<file path="config.mk">
export PLATFORM = sky130hd
export DESIGN_NAME = button_debounce_flat
export DESIGN_NICKNAME = d
export VERILOG_FILES = /design/src/rtl/button_debounce_pkg.sv /design/src/rtl/button_debounce_if.sv /design/src/rtl/button_debounce_sync2.sv /design/src/rtl/button_debounce.sv /design/src/flat_wrapper.sv
export SDC_FILE = /design/constraint.sdc
export NUM_CORES = 1
export LEC_CHECK = 0
export CAP_MARGIN = 20
export CORE_AREA = 2 2 39 41
export CTS_CLUSTER_DIAMETER = 80
export DETAILED_ROUTE_END_ITERATION = 16
export DIE_AREA = 0 0 41 43
export PLACE_DENSITY = 0.5
export SLEW_MARGIN = 20
export SYNTH_ARGS = -nofsm -noshare
export SYNTH_HDL_FRONTEND = slang
export SYNTH_SLANG_ARGS = --single-unit
</file>
<file path="constraint.sdc">
create_clock -name clk -period 2.2 [get_ports clk]
set_input_delay 0.44 -clock clk [delete_from_list [all_inputs] [get_ports clk]]
set_output_delay 0.44 -clock clk [all_outputs]
set_load 0.02 [all_outputs]
</file>
<file path="src/rtl/button_debounce_pkg.sv">
// Shared types for the push-button debouncer: FSM state encoding and the
// state-to-output decode used by the top level.
package button_debounce_pkg;

    // DB_* are settled levels, ARM_* are qualification windows towards the
    // opposite level. The output follows the settled level until a window
    // completes.
    typedef enum logic [1:0] {
        DB_LO  = 2'd0,
        ARM_HI = 2'd1,
        DB_HI  = 2'd2,
        ARM_LO = 2'd3
    } db_state_e;

    // Pressed level is reported while settled high or while qualifying a release.
    function automatic logic state_out(db_state_e s);
        return (s == DB_HI) || (s == ARM_LO);
    endfunction

endpackage

</file>
<file path="src/rtl/button_debounce_if.sv">
// Button-side signal bundle: sample enable and raw pin towards the debouncer,
// debounced pressed level back out.
interface button_debounce_if;
    logic tick;
    logic in;
    logic out;

    modport master (output tick, output in, input out);
    modport slave  (input tick, input in, output out);
endinterface

</file>
<file path="src/rtl/button_debounce_sync2.sv">
// Two-flop synchronizer for an asynchronous pin. Resets to RST_VAL so the
// pin reads as idle immediately after reset. Reusable for other raw inputs.
module button_debounce_sync2 #(
    parameter logic RST_VAL = 1'b0
) (
    input  logic clk,
    input  logic reset,
    input  logic d,
    output logic q
);

    logic s1;

    // Metastability chain, always clocked regardless of any sample enable.
    always_ff @(posedge clk or posedge reset) begin
        if (reset) begin
            s1 <= RST_VAL;
            q  <= RST_VAL;
        end else begin
            s1 <= d;
            q  <= s1;
        end
    end

endmodule

</file>
<file path="src/rtl/button_debounce.sv">
// Push-button debouncer: synchronizes a raw bouncy pin, then changes the
// registered pressed level only after STABLE_CYCLES consecutive agreeing
// samples (samples are clock edges with tick=1).
module button_debounce
    import button_debounce_pkg::*;
#(
    parameter int unsigned STABLE_CYCLES = 4,
    parameter bit          ACTIVE_LOW    = 1'b1
) (
    input  logic               clk,
    input  logic               reset,
    button_debounce_if.slave   bus
);

    localparam int unsigned     CNT_W    = $clog2(STABLE_CYCLES + 1);
    localparam logic [CNT_W-1:0] CNT_ONE  = CNT_W'(1);
    localparam logic [CNT_W-1:0] CNT_LAST = CNT_W'(STABLE_CYCLES - 1);
    localparam logic             PIN_IDLE = ACTIVE_LOW;

    logic             s2;
    logic             lvl;
    db_state_e        state_reg;
    db_state_e        state_next;
    logic [CNT_W-1:0] cnt_reg;
    logic [CNT_W-1:0] cnt_next;

    button_debounce_sync2 #(
        .RST_VAL (PIN_IDLE)
    ) u_sync (
        .clk   (clk),
        .reset (reset),
        .d     (bus.in),
        .q     (s2)
    );

    // Normalize to active-high "pressed".
    assign lvl = s2 ^ PIN_IDLE;

    // Next-state: advance only on sampled cycles; any disagreement during a
    // window falls back to the settled level with the count cleared.
    always_comb begin
        state_next = state_reg;
        cnt_next   = cnt_reg;
        if (bus.tick) begin
            case (state_reg)
                DB_LO: begin
                    if (lvl) begin
                        if (STABLE_CYCLES == 1) begin
                            state_next = DB_HI;
                        end else begin
                            state_next = ARM_HI;
                            cnt_next   = CNT_ONE;
                        end
                    end
                end
                ARM_HI: begin
                    if (!lvl) begin
                        state_next = DB_LO;
                        cnt_next   = '0;
                    end else if (cnt_reg == CNT_LAST) begin
                        state_next = DB_HI;
                        cnt_next   = '0;
                    end else begin
                        cnt_next = cnt_reg + CNT_ONE;
                    end
                end
                DB_HI: begin
                    if (!lvl) begin
                        if (STABLE_CYCLES == 1) begin
                            state_next = DB_LO;
                        end else begin
                            state_next = ARM_LO;
                            cnt_next   = CNT_ONE;
                        end
                    end
                end
                ARM_LO: begin
                    if (lvl) begin
                        state_next = DB_HI;
                        cnt_next   = '0;
                    end else if (cnt_reg == CNT_LAST) begin
                        state_next = DB_LO;
                        cnt_next   = '0;
                    end else begin
                        cnt_next = cnt_reg + CNT_ONE;
                    end
                end
                default: begin
                    state_next = DB_LO;
                    cnt_next   = '0;
                end
            endcase
        end
    end

    // State and window counter; reset restarts qualification from released.
    always_ff @(posedge clk or posedge reset) begin
        if (reset) begin
            state_reg <= DB_LO;
            cnt_reg   <= '0;
        end else begin
            state_reg <= state_next;
            cnt_reg   <= cnt_next;
        end
    end

    // Output is a pure decode of the state register, so it is glitch-free.
    assign bus.out = state_out(state_reg);

endmodule
</file>
<file path="src/flat_wrapper.sv">
// flat-port wrapper written by rule: the top's interface ports become plain ports
module button_debounce_flat import button_debounce_pkg::*;
#(
    parameter int unsigned STABLE_CYCLES = 4,
    parameter bit          ACTIVE_LOW    = 1'b1
)
  (clk, reset, bus_tick, bus_in, bus_out);
  button_debounce_if bus_i ();
  input  logic clk;
  input  logic reset;
  input wire logic [$bits(bus_i.tick)-1:0] bus_tick;
  input wire logic [$bits(bus_i.in)-1:0] bus_in;
  output wire logic [$bits(bus_i.out)-1:0] bus_out;
  assign bus_i.tick = bus_tick;
  assign bus_i.in = bus_in;
  assign bus_out = bus_i.out;
  button_debounce #(.STABLE_CYCLES(STABLE_CYCLES), .ACTIVE_LOW(ACTIVE_LOW)) u_core (.clk(clk), .reset(reset), .bus(bus_i));
endmodule
</file>
* Yosys cells after proc, flatten, opt, wreduce, memory -nomap -nowiden
Index checks and enable logic that the tools add are counted.
Storage, ports and cells: bits in writable memories 0, bits in latches 0, memories 0, logic and storage cells 30, register bits 7, output and inout bits 1, memory bits (read-only) 0
Cells by class: $lt $le $gt $ge 0, $mul 0, reduce and logical (&&, ||, !) cells 4, add/sub/neg operators 1, shift operators 0, equality and inequality tests 8, div/mod/pow operators 0, bitwise operators 0, muxes and demuxes 13
Operators by type and width (count):
- $mux 3 | 5
- $mux 2 | 6
- $pmux 3 s4 | 1
- $pmux 2 s4 | 1
- $ne 3x2->1 const B | 2
- $reduce_and 5->1 | 1
- $eq 2x2->1 const B | 2
- $ne 2x2->1 const B | 2
- $add 3x1->3 const B | 1
- $eq 3x2->1 const B | 1
- $reduce_and 3->1 | 1
- $eq 2x1->1 const B | 1
- $logic_not 2->1 | 1
- $logic_or 1x1->1 | 1

* Depth between registers and ports, before layout
word-level depth 4, gate-level depth with buffers 4, gate-level depth less buffers 4

* Hierarchy
A second synthesis with hierarchy kept.
Second synthesis, totals: cells, all modules 28, area total of the unflattened synthesis 311.5 µm²
Modules (own cells, without submodules):
- button_debounce | area each 255.2 µm², instances 1, cells each 25
- button_debounce_sync2 | area each 56.3 µm², instances 1, cells each 3

* Worst setup path after synthesis
OpenSTA, ideal clock, no wires.
path type reg-to-reg, start register u_core.u_sync.q, end register u_core.cnt_reg[1], buffers on the path 0, slack 1104 ps, required time 2079 ps, stages on the path, launching flop included 4, arrival 975 ps, cells stage by stage dfstp_2 > xnor2_2 > o21ai_1 > a22o_1
On the way: longest elaborated chain between the ends 2, elaborated cells on any way between the ends 6, those cells by class 2 x eq/ne; 3 x mux; 1 x reduce/logical
Ends and longest elaborated chain:
- start: declaration | RTL line button_debounce_sync2.sv:9 | output logic q
- start signal: assignment | RTL line button_debounce_sync2.sv:18 | q <= RST_VAL;
- start signal: assignment | RTL line button_debounce_sync2.sv:21 | q <= s1;
- $mux 3 (tied with other cells) | RTL line button_debounce.sv:78 | if (lvl) begin
- $pmux 3 s4 or $reduce_and 3->1 (tied branches)
- end signal: assignment | RTL line button_debounce.sv:103 | cnt_reg <= cnt_next;
- end: declaration | RTL line button_debounce.sv:24 | logic [CNT_W-1:0] cnt_reg;
Several ways; a longest one is shown, not always the timed one. A chain may end at the register's enable or synchronous reset.

==> impl_metrics.json <==
{
  "synth_xor_area_share_pct": 5.35,
  "crit_buf_inv": 1,
  "worstHoldPathType": "register to register",
  "synth_fa_ha_area_share_pct": 4.12,
  "max_stage_delay_ps": 630,
  "crit_slowest_cell": "clkdlybuf4s50_1",
  "seqPwrFrac_pct": 44.7,
  "synth_mux_area_share_pct": 0,
  "ys_seq_elements": 7,
  "grt_max_degree": 8,
  "first_pass_iters": 3,
  "syn-num-nets": 32,
  "seq_area_um2": 178,
  "p_sw_mw": 0.138,
  "vdd_drop_max_mv": 0.312,
  "place_congestion": 0.614,
  "pwr-share-comb_pct": 30.7,
  "cts.sink_count": 7,
  "synth_compound_area_share_pct": 11.9,
  "synth_top_family_by_area": "simple AND/OR/NAND/NOR gates",
  "grt_pass1_vias": 214,
  "rows": 14,
  "fp.dieW_um": 41,
  "seq_area_frac_synth_pct": 58.4,
  "yosysWarnings": 0,
  "initial_core_util_pct": 22.0,
  "grt_first_pass_wirelength_um": 883,
  "post-cts-setup-buffers": 0,
  "diodes": 0,
  "p_sw_share_pct": 31.2,
  "clkTransAtPathRegs_ps": 50,
  "slew-limit-headroom_pct": 82.8,
  "nets": 40,
  "cts_max_path_buffers": 2,
  "crit_path_max_fanout": 3,
  "ys_types": 16,
  "num-fill-cells": 156,
  "globalRouteOverflowTotal": 0,
  "area_delta_synth_final_pct": 27.2,
  "numCtsBuffers": 3,
  "synthCells": 27,
  "worstPathArrival_ps": 1260,
  "wl_per_cell_um": 9.34,
  "fin_crit_ps": 1700,
  "clkLatencyLatePin_ps": 240,
  "drc": 0,
  "hpwl_um": 379,
  "grt_use_total_pct": 7.92,
  "p_int_mw": 0.304,
  "worstSetupPathType": "register to output port",
  "worstPathCellList": "clkdlybuf4s50_1",
  "first_iter_violations": 2,
  "cts.htree.levels": 1,
  "cts_tree": "yes",
  "syn-mean-instance-area_um2": 11.3,
  "ctsResizeCount": 0,
  "setup_viol": 0,
  "finClkSkew_ps": 2.50,
  "num_vias": 202,
  "final_util_pct": 27.9,
  "grt_setup_unrepaired": "false",
  "antenna_found_initial": 0,
  "die-area_um2": 1760,
  "hold_buffers": 0,
  "tightest_slew_ps": 258,
  "yosysTopAreaCell": "dfrtp_1",
  "avgViaCountPerCell": 4.04,
  "yosysTopAreaCellShare_pct": 41.2,
  "setup_tns_ps": 0,
  "critPathRequiredTime_ps": 1760,
  "root_buffer": "clkbuf_4",
  "hold_violations": 0,
  "p_clk_share_pct": 24.7,
  "antenna_left": 0,
  "yosys-top-cells-area": "dfrtp_1 41%, dfstp_2 17%, xnor2_2 5.3%, o21ai_1 4.9%, nand2_1 4.9%",
  "multi_input_area_um2": 115,
  "end_kind": "output port",
  "crit_path_start_kind": "register",
  "slew_viol_final": 0,
  "die_y_um": 43,
  "drive_gt1_share_pct": 17.6,
  "synthSimpleGateAreaFrac_pct": 16.5,
  "max-cap-violations": 0,
  "power_per_cell_area_nw_per_um2": 1140,
  "period_share_pct": 77.2,
  "p_leak_nw": 0.167,
  "fmax_mhz": 589,
  "io_pins": 5,
  "syn_area_um2": 304,
  "core_area_um2": 1380,
  "route.final.wire_length_um": 467,
  "outcome": "finished, final reports clean",
  "io_buffer_count": 4,
  "path_delay_family": "buffers and inverters"
}
-- power by group through the flow --
stage / clock [mW] / sequential, mW / combinational [mW]
6_report: 0.109 / 0.198 / 0.136
5_1_grt: 0.126 / 0.205 / 0.155
4_1_cts: 0.117 / 0.198 / 0.140
3_5_place_dp: 0 / 0.201 / 0.139
3_3_place_gp: 0 / 0.196 / 0.133
2_1_floorplan: 0 / 0.193 / 0.102
-- cells by family (layout without fill, tap and decap cells) --
family          Yosys count  in the layout
fa+ha+maj                 1              1
buf+inv                   3             10
flops                     7              7
simple gates              9              9
compound gates            6              6
xor+xnor                  1              1
-- cells in the final DEF, fill, tap and decap left out --
master           n
a22o_1           1
clkbuf_1         1
clkbuf_4         3
clkdlybuf4s50_1  4
dfrtp_1          5
dfstp_2          2
ha_1             1
inv_1            2
nand2_1          4
nand3_1          1
nand3b_1         1
nand4b_1         1
nor2b_1          1
nor3b_1          1
o21a_1           1
o21ai_0          1
o21ai_1          3
xnor2_2          1
-- through the flow --
stage	power [mW]	instance area (um^2)	cells	setup slack (ps)	hold slack (ps)
after floorplan	0.296	304	27	1100	242
after global placement	0.330	360	46	730	347
after detailed placement	0.339	360	46	727	354
after CTS	0.456	387	50	475	361
after global routing	0.485	387	50	450	365
final	0.442	387	50	502	359
-- per-layer routing --
layer  GRT usage, %  vias to the layer above  share of wire (%)
li1               -                      108                  -
met1           8.33                       91                 41
met2           11.9                        3                 54
met3           4.71                        0                5.4
met4           4.00                        0                  0
met5              0                        -                  0
-- Yosys cell counts (all sizes together) --
cell type	n
dfstp	2
nand3b	1
nand4b	1
xnor2	1
ha	1
o21a	1
nand3	1
clkbuf	1
inv	2
nor2b	1
o21ai	4
nor3b	1
nand2	4
a22o	1
dfrtp	5
-- final timing paths --
| check | start | endpoint | slack, ps | cells after the start |
|---|---|---|---|---|
| max in group asynchronous | reset | u_core.u_sync.s1 | 1510 | 2 |
| worst max register to register | u_core.u_sync.q | u_core.cnt_reg[1] | 1030 | 3 |
| worst min-delay path | u_core.u_sync.s1 | u_core.u_sync.q | 360 | 0 |
| min in group asynchronous | reset | u_core.state_reg[0] | 420 | 2 |
| worst max-delay path | register | bus_out | 500 | 1 |
| worst min register to register | u_core.u_sync.s1 | u_core.u_sync.q | 360 | 0 |
-- final cells by class --
cell class / instances / area share [%]
Tap cell: 16 / 5.18
Inverter: 2 / 1.94
Sequential cell: 7 / 46.0
Timing Repair Buffer: 4 / 10.4
Clock buffer: 4 / 6.80
Multi-Input combinational cell: 17 / 29.8
Power figures use the tool's default switching activity.
==> variant 1, RTL diff (config.mk and constraints unchanged) <==
`ACTIVE_LOW` is set to 1'b1 in 2 places; all go to 1'b0.
--- a/src/rtl/button_debounce.sv
+++ b/src/rtl/button_debounce.sv
@@ -7,3 +7,3 @@
     parameter int unsigned STABLE_CYCLES = 4,
-    parameter bit          ACTIVE_LOW    = 1'b1
+    parameter bit          ACTIVE_LOW    = 1'b0
 ) (
--- a/src/flat_wrapper.sv
+++ b/src/flat_wrapper.sv
@@ -4,3 +4,3 @@
     parameter int unsigned STABLE_CYCLES = 4,
-    parameter bit          ACTIVE_LOW    = 1'b1
+    parameter bit          ACTIVE_LOW    = 1'b0
 )
Behaviour: not the same (a bounded check fails within 10 cycles, from zero or initial values and one cycle with reset high).
==> variant 1 against the unedited design <==
  * Cell area up 0.65%
  * Area after synthesis up 0.82%
  * Routed wire length down 0.21%
  * Maximum frequency down 0.81%
  * Utilization up 0.18 points
  * Setup slack worse by 14 ps
  * Sequential cell count unchanged
  * Cell count unchanged
  * Sequential power down 4%
  * Power down 7.7%
  * Critical path type unchanged
  * Largest power group unchanged
==> variant 1: results (changes against the unedited design) <==
GRT
  • M1 GR Usage: 7.41% (-0.93 points)
  • GR met3 Demand/Resource: 3.14% (-1.6 points)
  • Largest net degree at the start of global routing: 8 (unchanged)
  • Global-route wire length before repair: 765 um (-13%)
  • All-Layer GR Usage: 7.43% (-0.48 points)
  • Met2 Usage GRT: 9.38% (-2.5 points)
  • Vias in the first global route: 210 (-1.9%)

Power
  • VDD IR-drop max: 0.000423 V (+36%)
  • Sequential share of power: 46.9% (+2.2 points)
  • Clock share of power: 27.6% (+2.9 points)
  • Seq power: 191 uW (-4%)
  • Leak: 0.172 nW (+2.5%)
  • Switching share of power: 31.6% (+0.37 points)

Route
  • Post-DR vias/cell: 4.08 (+0.99%)
  • Met3 wire length: 33 um (+32%)
  • DRT iter0 DRCs: 0 (-2)
  • TritonRoute pass-1 iters: 1 (-2)
  • Total Wirelength: 466 um (-0.21%)
  • Top Layer Used: met4
  • Met2 wire length: 223 um (-11%)
  • Met1 WL: 201 um (+4.7%)
  • Routed length per placed instance: 9.32 um (-0.21%)

Timing
  • Slew @ Worst Pin: 258 ps (-0.747 ps)
  • Sum Neg Setup Slack: 0 ps (unchanged)
  • Layout Skew: 0.604 ps (-1.89 ps)
  • Worst hold margin: 354 ps (-4.06 ps)

Worst setup path
  • Register-to-Register Path Depth: 3 (unchanged)
  • Critical path's top delay family: buffers and inverters
  • FF-to-FF Start: u_core.cnt_reg[0]
  • Slowest stage cell, crit path: clkdlybuf4s50_1

Min path
  • Min-delay src: u_core.u_sync.s1
  • WHS Endpoint: u_core.u_sync.q

Synthesis
  • Post-synth cell types: 15 (-1)
  • Post-synth top cells: 7 x dfrtp_1, 3 x inv_1, 3 x nand2_1
  • Syn_area_per_cell: 11.4 sq um (+0.82%)
  • Synth top area cells: dfrtp_1 57%, xor2_2 5.3%, nand3b_1 4.9%
  • Ys flop type: dfrtp_1
  • Post-synth net total: 32 (unchanged)
  • Seq/Total Area, Yosys: 57.1% (-1.3 points)

Placement
  • Routability Congestion: 0.625 (+1.8%)
  • DP Area: 363 sq um (+0.69%)
  • Placed Cells: 46 (unchanged)
  • Post-Place Worst Slack: 593 ps (-134 ps)

Clock tree
  • Clk pin slew, worst setup/hold paths: 50 ps (about the same)
  • H-Tree Depth: 1 (unchanged)
  • Bufs on Longest Clock Path: 2 (unchanged)
  • Root buffer cell: clkbuf_4

Finish
  • Share of layout cells above drive strength 1: 11.8% (-5.9 points)

Run status
  • Outcome: complete, no violations
## variant 1: cell type report
class	count	area, sq um
Inverter	3	11.3
Tap cell	16	20.0
Fill cell	153	995
Multi-Input combinational cell	16	116
Timing Repair Buffer	4	40.0
Clock buffer	4	26.3
Sequential cell	7	175
## variant 1: how the worst max path moves through the flow
stage,startpoint,end,slack [ps],cells after the start
after global routing,flip-flop,bus_out,450,1
final,flip-flop,bus_out,490,1
after CTS,flip-flop,bus_out,470,1
after global placement,bus_tick,flip-flop,580,3
after floorplan,u_core.cnt_reg[0],flip-flop,1090,3
after detailed placement,bus_tick,flip-flop,590,3
## variant 1: cell families after synthesis
family | after synthesis | synth area share (%)
AO/OA/AOI/OAI | 5 | 9.80
flip-flops | 7 | 57.1
AND/OR/NAND/NOR | 8 | 15.1
XOR/XNOR | 1 | 5.31
adder cells (fa/ha/maj) | 1 | 4.08
buffers and inverters | 4 | 4.90
multiplexers | 1 | 3.67
==> variant 2, RTL diff (same flow settings) <==
Made on the original files. Re-encode `db_state_e` (4 states) as one-hot, 4 bits wide.
--- a/src/rtl/button_debounce_pkg.sv
+++ b/src/rtl/button_debounce_pkg.sv
@@ -7,7 +7,7 @@
     // completes.
-    typedef enum logic [1:0] {
-        DB_LO  = 2'd0,
-        ARM_HI = 2'd1,
-        DB_HI  = 2'd2,
-        ARM_LO = 2'd3
+    typedef enum logic [3:0] {
+        DB_LO  = 4'b0001,
+        ARM_HI = 4'b0010,
+        DB_HI  = 4'b0100,
+        ARM_LO = 4'b1000
     } db_state_e;
Function: same outputs for any inputs over 10 cycles, from zero or initial values and one cycle with reset high; not proved beyond that.
==> variant 2 against the unedited design <==
  * Cell area grew 61%
  * Area after synthesis grew 82%
  * Power grew 58%
  * Sequential share of layout area shrank 8.9 points
  * Via count grew 100%
  * First-iteration DRC count grew to 2.5 times the old value
  * Die area is the same
  * Highest routed layer is now met4
  * Combinational power grew 110%
  * Clock power grew 14%
  * Routed wire length grew 120%
  * Sequential cell count grew 2
  * Setup slack lost 390 ps
  * Critical path depth grew 2
==> variant 2: results (changes against the unedited design) <==
Timing
  • Layout Skew: 2.34 ps (-0.161 ps)
  • Slew @ Worst Pin: 385 ps (+127 ps)

GRT
  • Vias in the first global route: 395 (+85%)
  • Largest net degree at the start of global routing: 11 (+3)
  • Global-route wire length before repair: 1720 um (+95%)
  • All-Layer GR Usage: 14.9% (+6.9 points)
  • Initial antenna violation count: 0 (unchanged)

Route
  • Routed length per placed instance: 13.7 um (+47%)
  • TritonRoute pass-1 iters: 4 (+1)
  • Post-DR vias/cell: 5.47 (+35%)
  • DRT iter0 DRCs: 5 (+3)

Synthesis
  • Gate Count Post-Synth: 53 (+96%)
  • Seq/Total Area, Yosys: 41.4% (-17 points)
  • Multiplexer share of the synthesized area: 9.05% (+9.0 points)
  • Synth Area in Compound Gates: 21.7% (+9.8 points)
  • Post-Synth Adder-Cell Area: 2.26% (-1.9 points)
  • XOR/XNOR share of the synthesized area: 4.75% (-0.60 points)
  • Post-synth net total: 58 (+81%)
  • Synth top area cells: dfrtp_1 27%, dfstp_2 14%, mux2_4 5.4%
  • YS warnings: 0 (unchanged)
  • Post-synth top cells: 7 x inv_1, 6 x dfrtp_1, 3 x dfstp_2, 3 x nand3_1, 3 x nor2_1
  • Post-synth cell types: 27 (+11)

Placement
  • Placed Cells: 70 (+52%)
  • Port-buffer cells: 4 (unchanged)
  • DP Area: 592 sq um (+64%)
  • Routability Congestion: 0.785 (+28%)
  • DP HPWL: 788 um (+110%)

Power
  • VDD IR-drop max: 0.000395 V (+27%)
  • Switching share of power: 39.5% (+8.2 points)
  • Leak: 0.274 nW (+64%)

Worst setup path
  • Register-to-Register Path Depth: 4 (+1)
  • FF-to-FF setup slack: 510 ps (-520 ps)
  • CP max FO: 7 (+4)
  • CP arrival: 1650 ps (+390 ps)
  • Slowest stage cell, crit path: clkdlybuf4s50_1
  • CP max stage delay: 630 ps (about the same)

Finish
  • Share of layout cells above drive strength 1: 22.4% (+4.8 points)
  • Nets: 64 (+60%)
  • Number of diodes: 0 (unchanged)
  • Max reg flops: 4
  • Non-filler cells, final: 74 (+48%)

Clock tree
  • Bufs on Longest Clock Path: 2 (unchanged)
  • Post-CTS setup buffer count: 0 (unchanged)
  • Clk pin slew, worst setup/hold paths: 60 ps
  • Worst-Skew Late Latency: 260 ps (+20 ps)

Run status
  • Outcome: complete, no violations

Min path
  • Worst hold stages: 0 (unchanged)
  • Min-delay worst type: reg2reg
[variant 2: cell types whose count changed after synthesis, sizes merged, moves of 3 or more]
cell and change:
o21ai -3, inv +5, a22oi +3, nor2 +3, nand2 -4
[variant 2: per-stage QoR]
stage	hold WS, ps	worst slack [ps]	utilization, %
floorplan	266	644	-
global placement	346	353	42.8
detailed placement	351	335	42.8
CTS	360	54.8	44.8
global route	370	57.4	44.8
finish	361	108	44.8
[variant 2: worst paths after layout]
path                                      from                   to
setup reg to reg           u_core.state_reg[0]    u_core.cnt_reg[0]
max in group asynchronous                reset  u_core.state_reg[0]
hold reg to reg               u_core.u_sync.s1      u_core.u_sync.q
min in group asynchronous                reset  u_core.state_reg[1]
hold / removal                u_core.u_sync.s1      u_core.u_sync.q
setup / recovery           u_core.state_reg[2]              bus_out
[variant 2: per-layer routing]
layer,global-route usage [%],wire length [um],vias up
met1,19.2,456,198
met2,22.2,515,6
met3,4.71,30,2
met5,0,0,-
met4,6.00,14,0
li1,-,-,199
[variant 2: kinds of logic after synthesis]
kind of cell / Yosys count
and+or+nand+nor: 12
buffers and inverters: 10
adders and majority gates: 1
DFF: 9
AOI/OAI and AO/OA: 14
xor gates and xnor gates: 3
muxes: 4
[variant 2: power groups by stage]
stage	logic [mW]	registers [mW]	clock network, mW
2_1_floorplan	0.287	0.240	0
3_3_place_gp	0.288	0.282	0
3_5_place_dp	0.290	0.287	0
4_1_cts	0.292	0.285	0.130
5_1_grt	0.318	0.295	0.142
6_report	0.290	0.286	0.124
[variant 2: cell type report]
type / count / area (sq um)
clock buffer: 3 / 22.5
clock inverter: 1 / 5.00
fill: 131 / 763
inverter: 7 / 26.3
multi-input combinational: 34 / 277
sequential: 9 / 230
tap: 16 / 20.0
timing repair buffer: 4 / 40.0
[variant 2: critical path: cells and delay by family, from the launching register on]
family                    cells  cell delay, ps
DFF                           1             470
and+or+nand+nor               1             130
xor gates and xnor gates      1             160
buffers and inverters         1             630
[variant 2: timing repair]
action                                  CTS  global route
endpoints found under the setup margin    0             1
resized for setup                         0             1
hold endpoints to repair                  0             0
